[config.mk]
export PLATFORM = sky130hd
export DESIGN_NAME = mem_stage_hs
export DESIGN_NICKNAME = d
export VERILOG_FILES = /design/src/rtl/mem_pkg.sv /design/src/rtl/ld_align.sv /design/src/rtl/mem_stage_hs.sv
export SDC_FILE = /design/constraint.sdc
export NUM_CORES = 1
export LEC_CHECK = 0
export ABC_CLOCK_PERIOD_IN_PS = 4310
export CAP_MARGIN = 10
export CORE_MARGIN = 2
export CORE_UTILIZATION = 36
export CTS_CLUSTER_DIAMETER = 40
export DETAILED_ROUTE_END_ITERATION = 7
export GPL_ROUTABILITY_DRIVEN = 1
export HOLD_SLACK_MARGIN = 0.05
export PLACE_DENSITY_LB_ADDON = 0.05
export SYNTH_ARGS = -nofsm -noshare
export SYNTH_HDL_FRONTEND = slang
export SYNTH_SLANG_ARGS = --single-unit
[constraint.sdc]
create_clock -name i_clk -period 4.31 [get_ports i_clk]
set_input_delay 0.6465 -clock i_clk [delete_from_list [all_inputs] [get_ports i_clk]]
set_output_delay 0.6465 -clock i_clk [all_outputs]
set_load 0.02 [all_outputs]
[src/rtl/mem_pkg.sv]
// Shared encodings for the MEM stage: load/store size codes, FSM states, opcodes.
package mem_pkg;

  typedef enum logic [2:0] {
    SLT_LB  = 3'b000,
    SLT_LH  = 3'b001,
    SLT_LW  = 3'b010,
    SLT_LD  = 3'b011,
    SLT_LBU = 3'b100,
    SLT_LHU = 3'b101,
    SLT_LWU = 3'b110
  } slt_e;

  typedef enum logic [1:0] {
    ST_IDLE,
    ST_REQ,
    ST_RSP,
    ST_DROP
  } state_e;

  typedef enum logic [6:0] {
    OPC_LOAD  = 7'b0000011,
    OPC_STORE = 7'b0100011
  } opcode_e;

endpackage

[src/rtl/ld_align.sv]
// Load data lane select and sign/zero extension.
module ld_align
  import mem_pkg::*;
#(
  parameter int XLEN = 32,
  parameter int LANE_W = $clog2(XLEN / 8)
) (
  input  logic [XLEN-1:0]   rdata,
  input  logic [LANE_W-1:0] lane,
  input  logic [2:0]        slt_sl,
  output logic [XLEN-1:0]   ld_data
);

  logic [XLEN-1:0] shifted;

  always_comb begin
    shifted = rdata >> {lane, 3'b000};
    case (slt_sl)
      SLT_LB:  ld_data = XLEN'($signed(shifted[7:0]));
      SLT_LH:  ld_data = XLEN'($signed(shifted[15:0]));
      SLT_LW:  ld_data = XLEN'($signed(shifted[31:0]));
      SLT_LBU: ld_data = XLEN'(shifted[7:0]);
      SLT_LHU: ld_data = XLEN'(shifted[15:0]);
      SLT_LWU: ld_data = XLEN'(shifted[31:0]);
      default: ld_data = shifted;
    endcase
  end

endmodule

[src/rtl/mem_stage_hs.sv]
// MEM pipeline stage with valid/ready upstream, req/gnt/rvalid data-memory bus,
// and a MEM/WB register that pulses o_wb_valid for one cycle per retired op.
module mem_stage_hs
  import mem_pkg::*;
#(
  parameter int XLEN  = 32,
  parameter int NLANE = XLEN / 8
) (
  input  logic             i_clk,
  input  logic             i_reset_n,
  input  logic             i_flush,
  input  logic             i_mem_valid,
  output logic             o_mem_ready,
  input  logic [31:0]      i_mem_inst,
  input  logic [XLEN-1:0]  i_mem_pc,
  input  logic [XLEN-1:0]  i_mem_alu_data,
  input  logic [XLEN-1:0]  i_mem_rs2_data,
  input  logic             i_mem_lsu_wren,
  input  logic             i_mem_lsu_rden,
  input  logic [2:0]       i_mem_slt_sl,
  input  logic [1:0]       i_mem_wb_sel,
  input  logic             i_mem_rd_wren,
  output logic             o_dmem_req,
  output logic             o_dmem_we,
  output logic [XLEN-1:0]  o_dmem_addr,
  output logic [XLEN-1:0]  o_dmem_wdata,
  output logic [NLANE-1:0] o_dmem_be,
  input  logic             i_dmem_gnt,
  input  logic             i_dmem_rvalid,
  input  logic [XLEN-1:0]  i_dmem_rdata,
  output logic             o_wb_valid,
  output logic             o_wb_rd_wren,
  output logic             o_wb_err,
  output logic [1:0]       o_wb_wb_sel,
  output logic [31:0]      o_wb_inst,
  output logic [XLEN-1:0]  o_wb_pc_add4,
  output logic [XLEN-1:0]  o_wb_alu_data,
  output logic [XLEN-1:0]  o_wb_ld_data,
  output logic [XLEN-1:0]  o_wb_pc,
  output logic [4:0]       o_mem_rd_addr_fwd,
  output logic             o_mem_fwd_vld,
  output logic             o_mem_stall
);

  localparam int LANE_W = $clog2(NLANE);

  state_e state, state_n;

  logic [31:0]      hold_inst;
  logic [XLEN-1:0]  hold_pc, hold_addr, hold_wdata;
  logic [NLANE-1:0] hold_be;
  logic             hold_we, hold_rden, hold_rd_wren;
  logic [2:0]       hold_slt;
  logic [1:0]       hold_wb_sel;

  logic             hold_en, wb_write, wb_from_hold, wb_err_n, wb_ld;
  logic [1:0]       req_size;
  logic [LANE_W-1:0] req_lane;
  logic             misaligned, illegal;
  logic [NLANE-1:0] be_n;
  logic [XLEN-1:0]  wdata_n, ld_aligned;

  logic [31:0]      src_inst;
  logic [XLEN-1:0]  src_pc, src_alu;
  logic [1:0]       src_wb_sel;
  logic             src_rd_wren;

  ld_align #(.XLEN(XLEN), .LANE_W(LANE_W)) u_ld_align (
    .rdata   (i_dmem_rdata),
    .lane    (hold_addr[LANE_W-1:0]),
    .slt_sl  (hold_slt),
    .ld_data (ld_aligned)
  );

  // Request decode: unsigned-load codes share the size field with their signed twins.
  always_comb begin
    req_size = i_mem_slt_sl[1:0];
    req_lane = i_mem_alu_data[LANE_W-1:0];
    case (req_size)
      2'd0:    misaligned = 1'b0;
      2'd1:    misaligned = i_mem_alu_data[0];
      2'd2:    misaligned = |i_mem_alu_data[1:0];
      default: misaligned = |i_mem_alu_data[2:0];
    endcase
    illegal = (XLEN == 32) && ((req_size == 2'd3) || (i_mem_slt_sl == SLT_LWU));
    case (req_size)
      2'd0:    be_n = NLANE'(1) << req_lane;
      2'd1:    be_n = NLANE'(3) << req_lane;
      2'd2:    be_n = NLANE'(15) << req_lane;
      default: be_n = '1;
    endcase
    wdata_n = '0;
    for (int unsigned i = 0; i < NLANE; i++) begin
      case (req_size)
        2'd0:    wdata_n[8*i +: 8] = i_mem_rs2_data[7:0];
        2'd1:    wdata_n[8*i +: 8] = i_mem_rs2_data[8*(i%2) +: 8];
        2'd2:    wdata_n[8*i +: 8] = i_mem_rs2_data[8*(i%4) +: 8];
        default: wdata_n[8*i +: 8] = i_mem_rs2_data[8*i +: 8];
      endcase
    end
  end

  always_comb begin
    state_n      = state;
    hold_en      = 1'b0;
    wb_write     = 1'b0;
    wb_from_hold = 1'b0;
    wb_err_n     = 1'b0;
    wb_ld        = 1'b0;
    case (state)
      ST_IDLE: begin
        if (i_mem_valid && !i_flush) begin
          if (i_mem_lsu_rden || i_mem_lsu_wren) begin
            if (misaligned || illegal) begin
              wb_write = 1'b1;
              wb_err_n = 1'b1;
            end else begin
              hold_en = 1'b1;
              state_n = ST_REQ;
            end
          end else begin
            wb_write = 1'b1;
          end
        end
      end
      ST_REQ: begin
        if (i_dmem_gnt) begin
          // A granted store expects no response, so a flush at grant cannot wait in DROP.
          if (i_flush) begin
            state_n = (!hold_rden || i_dmem_rvalid) ? ST_IDLE : ST_DROP;
          end else if (!hold_rden || i_dmem_rvalid) begin
            wb_write     = 1'b1;
            wb_from_hold = 1'b1;
            wb_ld        = hold_rden;
            state_n      = ST_IDLE;
          end else begin
            state_n = ST_RSP;
          end
        end else if (i_flush) begin
          state_n = ST_IDLE;
        end
      end
      ST_RSP: begin
        if (i_flush) begin
          state_n = i_dmem_rvalid ? ST_IDLE : ST_DROP;
        end else if (i_dmem_rvalid) begin
          wb_write     = 1'b1;
          wb_from_hold = 1'b1;
          wb_ld        = 1'b1;
          state_n      = ST_IDLE;
        end
      end
      ST_DROP: begin
        if (i_dmem_rvalid) state_n = ST_IDLE;
      end
      default: state_n = ST_IDLE;
    endcase
  end

  always_comb begin
    src_inst    = wb_from_hold ? hold_inst    : i_mem_inst;
    src_pc      = wb_from_hold ? hold_pc      : i_mem_pc;
    src_alu     = wb_from_hold ? hold_addr    : i_mem_alu_data;
    src_wb_sel  = wb_from_hold ? hold_wb_sel  : i_mem_wb_sel;
    src_rd_wren = wb_from_hold ? hold_rd_wren : i_mem_rd_wren;
  end

  always_ff @(posedge i_clk) begin
    if (!i_reset_n) begin
      state        <= ST_IDLE;
      hold_inst    <= '0;
      hold_pc      <= '0;
      hold_addr    <= '0;
      hold_wdata   <= '0;
      hold_be      <= '0;
      hold_we      <= 1'b0;
      hold_rden    <= 1'b0;
      hold_rd_wren <= 1'b0;
      hold_slt     <= '0;
      hold_wb_sel  <= '0;
      o_wb_valid    <= 1'b0;
      o_wb_rd_wren  <= 1'b0;
      o_wb_err      <= 1'b0;
      o_wb_wb_sel   <= '0;
      o_wb_inst     <= '0;
      o_wb_pc       <= '0;
      o_wb_pc_add4  <= '0;
      o_wb_alu_data <= '0;
      o_wb_ld_data  <= '0;
    end else begin
      state <= state_n;
      if (hold_en) begin
        hold_inst    <= i_mem_inst;
        hold_pc      <= i_mem_pc;
        hold_addr    <= i_mem_alu_data;
        hold_wdata   <= wdata_n;
        hold_be      <= be_n;
        hold_we      <= i_mem_lsu_wren;
        hold_rden    <= i_mem_lsu_rden;
        hold_rd_wren <= i_mem_rd_wren;
        hold_slt     <= i_mem_slt_sl;
        hold_wb_sel  <= i_mem_wb_sel;
      end
      o_wb_valid   <= wb_write;
      o_wb_rd_wren <= wb_write && !wb_err_n && src_rd_wren;
      o_wb_err     <= wb_write && wb_err_n;
      if (wb_write) begin
        o_wb_wb_sel   <= src_wb_sel;
        o_wb_inst     <= src_inst;
        o_wb_pc       <= src_pc;
        o_wb_pc_add4  <= src_pc + XLEN'(4);
        o_wb_alu_data <= src_alu;
        o_wb_ld_data  <= wb_ld ? ld_aligned : '0;
      end
    end
  end

  always_comb begin
    o_mem_ready       = (state == ST_IDLE);
    o_mem_stall       = !o_mem_ready;
    o_dmem_req        = (state == ST_REQ);
    o_dmem_we         = hold_we;
    o_dmem_addr       = hold_addr;
    o_dmem_wdata      = hold_wdata;
    o_dmem_be         = hold_be;
    o_mem_rd_addr_fwd = (state == ST_IDLE) ? i_mem_inst[11:7] : hold_inst[11:7];
    o_mem_fwd_vld     = (state == ST_IDLE) && i_mem_valid && i_mem_rd_wren && !i_mem_lsu_rden;
  end

endmodule

[Yosys cells after proc, flatten, opt, wreduce, memory -nomap -nowiden]
Cells that the tools add are included.
Cells by class
  eq/ne operators: 14
  $add $sub $neg: 1
  multiplexer cells: 46
  reductions and logical operators: 23
  shifts and indexed selects: 4
Operators with widths (number)
  $mux W32: 4
  $pmux W32 S4: 1
  $add A32 B3 Y32 const B: 1
  $shr A32 B5 Y32: 1
  $mux W2: 12
  $mux W1: 19
  $mux W8: 2
  $pmux W8 S2: 1
  $pmux W4 S3: 1
  $eq A3 B3 Y1 const B: 3
  $eq A2 B2 Y1 const B: 4
  $pmux W2 S4: 1
  $logic_and A1 B1 Y1: 7
  $pmux W1 S3: 2
  $logic_not A1 Y1: 5
  $mux W5: 1
  $eq A2 B1 Y1 const B: 2
  $logic_not A2 Y1: 2
  $logic_or A1 B1 Y1: 4
  $ne A2 B1 Y1 const B: 2
  $pmux W1 S2: 2
  $reduce_and A4 Y1: 1
  $reduce_or A2 Y1: 2
  $shl A1 B2 Y4 const A: 1
  7 further kinds: 7
Storage, ports and cells
  flip-flop bits (word level): 307

[Depth between registers and ports, before layout]
  depth in word-level cells: 10
  gate-level depth with buffers: 16

[Modules after synthesis]
A second synthesis with hierarchy kept.
Unflattened totals
  cells, all modules: 1711
  area total of the unflattened synthesis: 13793.2 µm²
Modules (own cells, without submodules)
  mem_stage_hs: instances 1, area each 13098.8 µm², cells each 1604
  ld_align: instances 1, area each 694.4 µm², cells each 107

[Least setup slack after synthesis]
No wires, ideal clock.
  kind: register -> register
  from: register state[1]
  to: register o_wb_pc_add4[26]
  buffers on the path: 2
  period minus slack after synthesis: 3314 ps
  slack: 996 ps
  data required time: 4181 ps
  library setup time: 129 ps
  data arrival time: 3185 ps
  stages on the path, launching flop included: 16
  cells stage by stage: dfxtp_1 -> inv_1 -> ha_1 -> a22o_1 -> nand3_1 -> clkbuf_1 -> nand2_1 -> nand2_1 -> ha_1 -> nand3_1 -> or3_1 -> buf_2 -> or4_1 -> o21ai_0 -> xor2_1 -> o21ai_0
On the way
  cells in the longest elaborated chain, start to end: 4
Ends and longest elaborated chain
  start, declared: line mem_stage_hs.sv:47  | state_e state, state_n;
  start signal, assigned: line mem_stage_hs.sv:191  | state <= state_n;
  $eq A2 B1 Y1
  named net o_dmem_req: line mem_stage_hs.sv:23  | output logic o_dmem_req,
  $pmux W1 S2: line mem_stage_hs.sv:110  | case (state)
  $mux W32: line mem_stage_hs.sv:162  | src_pc = wb_from_hold ? hold_pc : i_mem_pc;
  named net src_pc[2]: line mem_stage_hs.sv:64  | logic [XLEN-1:0] src_pc, src_alu;
  $add A32 B3 Y32: line mem_stage_hs.sv:211  | o_wb_pc_add4 <= src_pc + XLEN'(4);
  end signal, assigned: line mem_stage_hs.sv:211
  end, declared: line mem_stage_hs.sv:36  | output logic [XLEN-1:0] o_wb_pc_add4,
The timed path passes the listed nets, and every way through them passes these cells.
A chain may end at the register's enable or synchronous reset.

[Worst setup path in the final report]
  from: register state[0]
  to: output o_mem_fwd_vld
On the way
  cells in the longest elaborated chain, start to end: 4
Ends and longest elaborated chain
  $logic_not A2 Y1: line mem_stage_hs.sv:227  | o_mem_fwd_vld = (state == ST_IDLE) && i_mem_valid && i_mem_rd_wren && !i_mem_lsu_rden;
  $logic_and A1 B1 Y1 (3 in a row): line mem_stage_hs.sv:227
  end, declared: line mem_stage_hs.sv:41  | output logic o_mem_fwd_vld,
Every way passes these cells.

==> results by group <==
Worst setup path
  • Nature of the critical path startpoint: flop
  • Setup slack, reg-to-reg: 0.88 ns
  • Setup CP Type: reg2out
  • Required arrival time at the worst endpoint: 3.66 ns
  • Source of the critical timing path: state[0]
  • Type of destination of the critical path: output pin
  • Signal arrival time at the worst endpoint: 2.80 ns
  • Biggest fanout along the worst timing path: 10
  • Startpoint of the lowest-slack register-to-register path: state[0]

Route
  • Remaining antenna violation count after routing: 0
  • Routed len/inst: 19.6 µm
  • DRC errors left: 0
  • Drt initial violations: 835
  • Via density: 5.23
  • Detailed-router iteration count before antenna repair: 5
  • Routed wire length: 51,500 µm
  • Total via count after detailed routing: 13,800

Floorplanning
  • Boundary pin count: 417
  • Die Footprint: 39,500 µm²
  • Area inside the core boundary: 37,500 µm²
  • Die extent in x: 199 µm
  • Initial Util: 36.4%
  • Count of standard-cell rows: 71
  • Die H: 199 µm

Global routing
  • Total GRT Usage: 25.3%
  • Number of antenna violations at the first check in global routing: 3
  • Largest net degree at the start of global routing: 138
  • First-pass GRT wire length: 77,900 µm
  • Number of global-route vias before repair: 13,100
  • Total overflow reported by the global router: 0

Cells and area
  • Fill cell count: 3,607
  • Area Overhead vs Synth: 46.4%
  • Reg area: 6110 µm²
  • Area of combinational cells with multiple inputs: 6890 µm²
  • Fraction of layout cells with a size suffix above 1: 6.32%
  • NumNets Final: 2,264

Outcome
  • Run status: finished, final reports clean

Synthesis
  • Ys async rst share: 0%
  • Synth warn: 0
  • Portion of the post-synthesis area used by sequential elements: 44.7%
  • Synth Flop Type: dfxtp_1
  • Syn_area_per_cell: 7.88 µm²
  • Library cells used by synthesis: 56
  • Cell area after synthesis: 13,600 µm²
  • Number of synthesized register bits: 305
  • Number of enable-type register cells in the synthesized netlist: 0
  • Instance count of the mapped netlist: 1,732
  • Syn nets: 1,916

Power and ir drop
  • Leakage power total: 7.12 nW
  • Internal Power: 6.59 mW
  • Worst-case vdd ir drop: 0.000301 V
  • Sw power: 2.34 mW
  • Proportion of power drawn by the clock network: 49.4%
  • Ratio of total power to cell area: 447 nW/µm²
  • Switching Fraction: 26.2%
  • Sequential group share of total power: 34.9%
  • Combinational Power Share: 15.7%
  • Power consumption: 8.93 mW

Timing
  • Count of pins over their slew limit: 0
  • Time the final worst path needs with I/O delays and setup: 3.45 ns
  • Relative slew margins: 28.8%
  • Total count of hold-check failures in the final report: 0
  • Final clock skew: 0.0106 ns
  • Fmax achieved: 290 MHz
  • Setup TNS Final: 0 ns
  • RSZ-0062 raised after global routing: no
  • Final count of negative-setup-slack endpoints: 0
  • Period utilisation layout: 80.0%
  • Worst-margin pin slew: 1.07 ns

Placement
  • Routability congestion estimate: 0.882
  • Count of buffers from port buffering: 416
  • Detailed placement HPWL: 35,300 µm

Clock network
  • Setup repair bufs after CTS: 0
  • Clock tree from TritonCTS: built
  • Count of hold buffers inserted by post-cts repair: 0
  • Number of CTS-inserted buffers: 51
  • Reg clk slew, reported paths: 0.05 ns
  • Clk root buf: clkbuf_16
  • Number of levels the H-tree was split into: 2
  • Clock Path Buffers: 3
  • Post-cts repair resize count: 0
  • TritonCTS Sinks: 305
  • Insertion delay of the later-clocked pin in the worst-skew pair: 0.57 ns

Worst hold path
  • Hold path start: hold_inst[12]
  • Worst min-delay path category: reg2reg

Flow run
  • Number of max-cap violations: 0
## power groups by stage
stage	clock (mW)	combinational, mW	sequential [mW]
2_1_floorplan	0	0.542	3.32
3_3_place_gp	0	1.40	3.17
3_5_place_dp	0	1.41	3.17
4_1_cts	4.50	1.41	3.11
5_1_grt	4.63	1.52	3.13
6_report	4.41	1.41	3.11
## final timing paths
check	end	cells past startpoint
min	hold_inst[12]	2
max reg2reg	o_wb_pc_add4[26]	13
max	o_mem_fwd_vld	5
min reg2reg	hold_inst[12]	2
## kinds of logic after synthesis
| kind of cell | after synthesis | synth area share, % |
|---|---|---|
| AO/OA/AOI/OAI | 394 | 19.7 |
| adder cells (fa/ha/maj) | 10 | 0.917 |
| XOR/XNOR | 47 | 3.02 |
| multiplexers | 43 | 3.21 |
| AND/OR/NAND/NOR | 773 | 23.3 |
| flip-flops | 305 | 44.7 |
| buffers and inverters | 160 | 5.02 |
## cells in the final DEF, fill, tap and decap left out, drive strengths merged, types with 11 or more instances in the layout
| cell type | netlist | final |
|---|---|---|
| clkbuf | 95 | 66 |
| a311oi | 104 | 104 |
| a22o | 25 | 25 |
| o21ai | 57 | 57 |
| a211oi | 13 | 13 |
| nand3 | 34 | 34 |
| nor3 | 26 | 26 |
| nand2 | 488 | 488 |
| xnor2 | 29 | 29 |
| a21oi | 139 | 139 |
| clkdlybuf4s50 | 0 | 416 |
| o211ai | 11 | 11 |
| nand4 | 16 | 16 |
| inv | 14 | 16 |
| xor2 | 18 | 18 |
| mux2i | 37 | 37 |
| dfxtp | 305 | 305 |
| clkinv | 1 | 14 |
| nor2 | 166 | 166 |
| buf | 50 | 24 |
## worst max-delay path, stage by stage, from the launching register on
cell,delay (ns)
dfxtp_1,0.32
inv_1,0.11
ha_1,0.51
and2_2,0.34
and3b_1,0.19
clkdlybuf4s50_1,0.76
## flip-flops by register name, indices dropped and copies added, names as in the netlist, 2 cells and up
| signal | flops |
|---|---|
| o_wb_wb_sel | 2 |
| hold_wb_sel | 2 |
| o_wb_ld_data | 32 |
| hold_slt | 3 |
| o_dmem_wdata | 32 |
| o_dmem_be | 4 |
| hold_pc | 32 |
| state | 2 |
| o_wb_alu_data | 32 |
| hold_inst | 32 |
| o_wb_inst | 32 |
| o_wb_pc_add4 | 32 |
| o_wb_pc | 30 |
| o_dmem_addr | 32 |
## stage by stage
stage | cells | worst slack [ns] | area (µm²) | util, % | hold WS [ns]
finish | 2632 | 0.862 | 20000 | 53.3 | 0.452
global route | 2632 | 0.629 | 20000 | 53.3 | 0.465
CTS | 2631 | 0.832 | 20000 | 53.3 | 0.453
detailed placement | 2538 | 0.427 | 18100 | 48.3 | 0.447
global placement | 2538 | 0.517 | 18100 | 48.3 | 0.438
floorplan | 1732 | 0.996 | 13600 | - | 0.436
## metal layers
layer,track usage [%],vias up,wire [µm]
met5,0,-,27
met4,7.27,4,1220
met3,7.15,78,4250
met2,40.6,447,23600
met1,33.2,6516,22400
li1,-,6727,-
## cells in the mapped netlist, types with 4 or more instances
master	n	area [µm²]
ha_1	10	125
a22o_1	25	219
a31oi_1	5	31.3
nand3_1	33	165
dfxtp_1	305	6110
nor4_1	6	37.5
buf_2	35	175
a32o_1	10	100
nor3_1	25	125
a311oi_1	104	911
inv_1	14	52.6
nand4_1	16	100
a21oi_1	139	696
mux2_2	6	67.6
nand2_1	488	1830
mux2i_1	37	370
and4_1	4	35.0
buf_1	6	22.5
and3_1	6	37.5
o211ai_1	11	82.6
or4_1	4	30.0
nor2_1	165	619
xor2_1	18	158
o21ai_0	56	280
buf_4	7	52.6
nor2b_1	9	56.3
xnor2_1	29	254
clkbuf_1	95	357
a22oi_1	8	60.1
a211oi_1	12	90.1
a211o_1	8	70.1
## layout make-up
type	count	area share, %
Clock buffer	66	7.29
Sequential cell	305	30.6
Antenna cell	1	0.0125
Inverter	15	0.319
Clock inverter	27	2.05
Tap cell	511	3.20
Multi-Input combinational cell	1267	34.5
Timing Repair Buffer	440	22.1
Note: power is estimated with default switching activity, not from simulation.
==> RTL edit (same settings) <==
`XLEN` is set to 32 in 2 places; all go to 64.
--- a/src/rtl/ld_align.sv
+++ b/src/rtl/ld_align.sv
@@ -2,7 +2,7 @@
 module ld_align
   import mem_pkg::*;
 #(
-  parameter int XLEN = 32,
+  parameter int XLEN = 64,
   parameter int LANE_W = $clog2(XLEN / 8)
 ) (
   input  logic [XLEN-1:0]   rdata,
--- a/src/rtl/mem_stage_hs.sv
+++ b/src/rtl/mem_stage_hs.sv
@@ -3,7 +3,7 @@
 module mem_stage_hs
   import mem_pkg::*;
 #(
-  parameter int XLEN  = 32,
+  parameter int XLEN  = 64,
   parameter int NLANE = XLEN / 8
 ) (
   input  logic             i_clk,
Ports: changed (11 resized); port bits go from 417 to 741. No check against the original RTL was run, so the function may have changed too.
==> RTL edit against the original RTL <==
Sequential power is 76% higher; wire length is 120% higher; area after synthesis is 83% higher; cell area is 84% higher; sequential share of layout area is 1.5 points lower; first-iteration DRC count grew to 2.5 times the old value; total power is 81% higher; setup slack worse by 0.30 ns; sequential cell count is 228 higher; critical path depth is 6 higher; critical endpoint is now o_wb_pc_add4[62]; largest cell class unchanged; largest power group unchanged.
==> RTL edit: results <==
worst_setup_path:
  r2r_slack_ns: 0.57
  crit_fanout: 41
  critical_path.slowest_cell: "nor4_1"
  cp_top_family: "simple AND/OR/NAND/NOR gates"
  reg2reg_depth: 11
  cpPeakStageDelay_ns: 0.69
  crit_end: "o_wb_pc_add4[62]"
clock_tree:
  cts_made_buffers: 97
  clk_latency_ns: 0.66
  htree_levels: 3
status:
  status: "finished clean"
placed_design:
  post-dp-hpwl_mm: 80.4
  port_buffers: 740
  post-place-ws_ns: 0.350
  gp_congestion: 0.940
global_routing:
  grt_max_degree: 215
  grt_pass1_wl_mm: 163
  gr-usage-all-layers_pct: 29.7
drt:
  wl_per_cell_um: 22.8
  drtIter0Drc: 2115
  vias: 26500
worst_hold_path:
  min_from: "o_wb_ld_data[56]"
synth:
  yosysSeqAreaShare_pct: 42.6
  synth_area_leaders: "dfxtp_1 (43%), nand2_1 (12%), a21oi_1 (6.1%), nor2_1 (4.9%), mux2i_1 (4.8%)"
  syn-num-nets: 3515
layout:
  num-fill-cells: 6427
  drive_above_1_share_pct: 8.01
  nNetsFinal: 4152
power:
  powerComb_uw: 2730
  p_leak_uw: 0.0131
sta:
  fmax_mhz: 267
## RTL edit: changes by cell type after synthesis, sizes merged, moves of 23 or more
cell / unedited run / this run
o21ai: 57 / 128
clkbuf: 95 / 211
nor2: 166 / 325
a21oi: 139 / 305
nand2: 488 / 800
nor3: 26 / 65
a211oi: 13 / 92
nand3: 34 / 57
mux2i: 37 / 121
mux2: 6 / 36
dfxtp: 305 / 533
## RTL edit: area by class of cell
class                   count  share of cell area, %
inverters                  29                  0.317
well taps                 931                   3.17
multi-input cells        2377                   36.0
diodes                     11                 0.0750
clock inverters            55                   2.01
flip-flops and latches    533                   29.1
clock buffers             124                   7.43
repair buffers            804                   21.9
## RTL edit: per-stage QoR
step / instance area [um^2] / instances / total power [uW] / hold WS, ns
after floorplan: 25000 / 3205 / 6890 / 0.436
after global placement: 33200 / 4674 / 8260 / 0.436
after detailed placement: 33200 / 4674 / 8290 / 0.440
after CTS: 36700 / 4853 / 16300 / 0.447
after global routing: 36700 / 4860 / 16800 / 0.467
final: 36700 / 4864 / 16200 / 0.443
## RTL edit: metal layers
layer / up-vias / track usage, % / wire length [um]
met5: - / 0 / 75
met4: 12 / 11.3 / 3980
met1: 12700 / 35.4 / 43900
met3: 216 / 8.45 / 9070
met2: 1025 / 50.4 / 54100
li1: 12500 / - / -
## RTL edit: cells by family (layout without fill, tap and decap cells)
group | Yosys count | in the layout | share of synthesized area [%]
other | 0 | 11 | 0
flip-flops | 533 | 533 | 42.6
buffers and inverters | 295 | 1012 | 4.70
multiplexers | 171 | 171 | 7.72
adder cells (fa/ha/maj) | 8 | 8 | 0.400
AND/OR/NAND/NOR | 1371 | 1371 | 22.7
AO/OA/AOI/OAI | 773 | 773 | 20.0
XOR/XNOR | 54 | 54 | 1.89
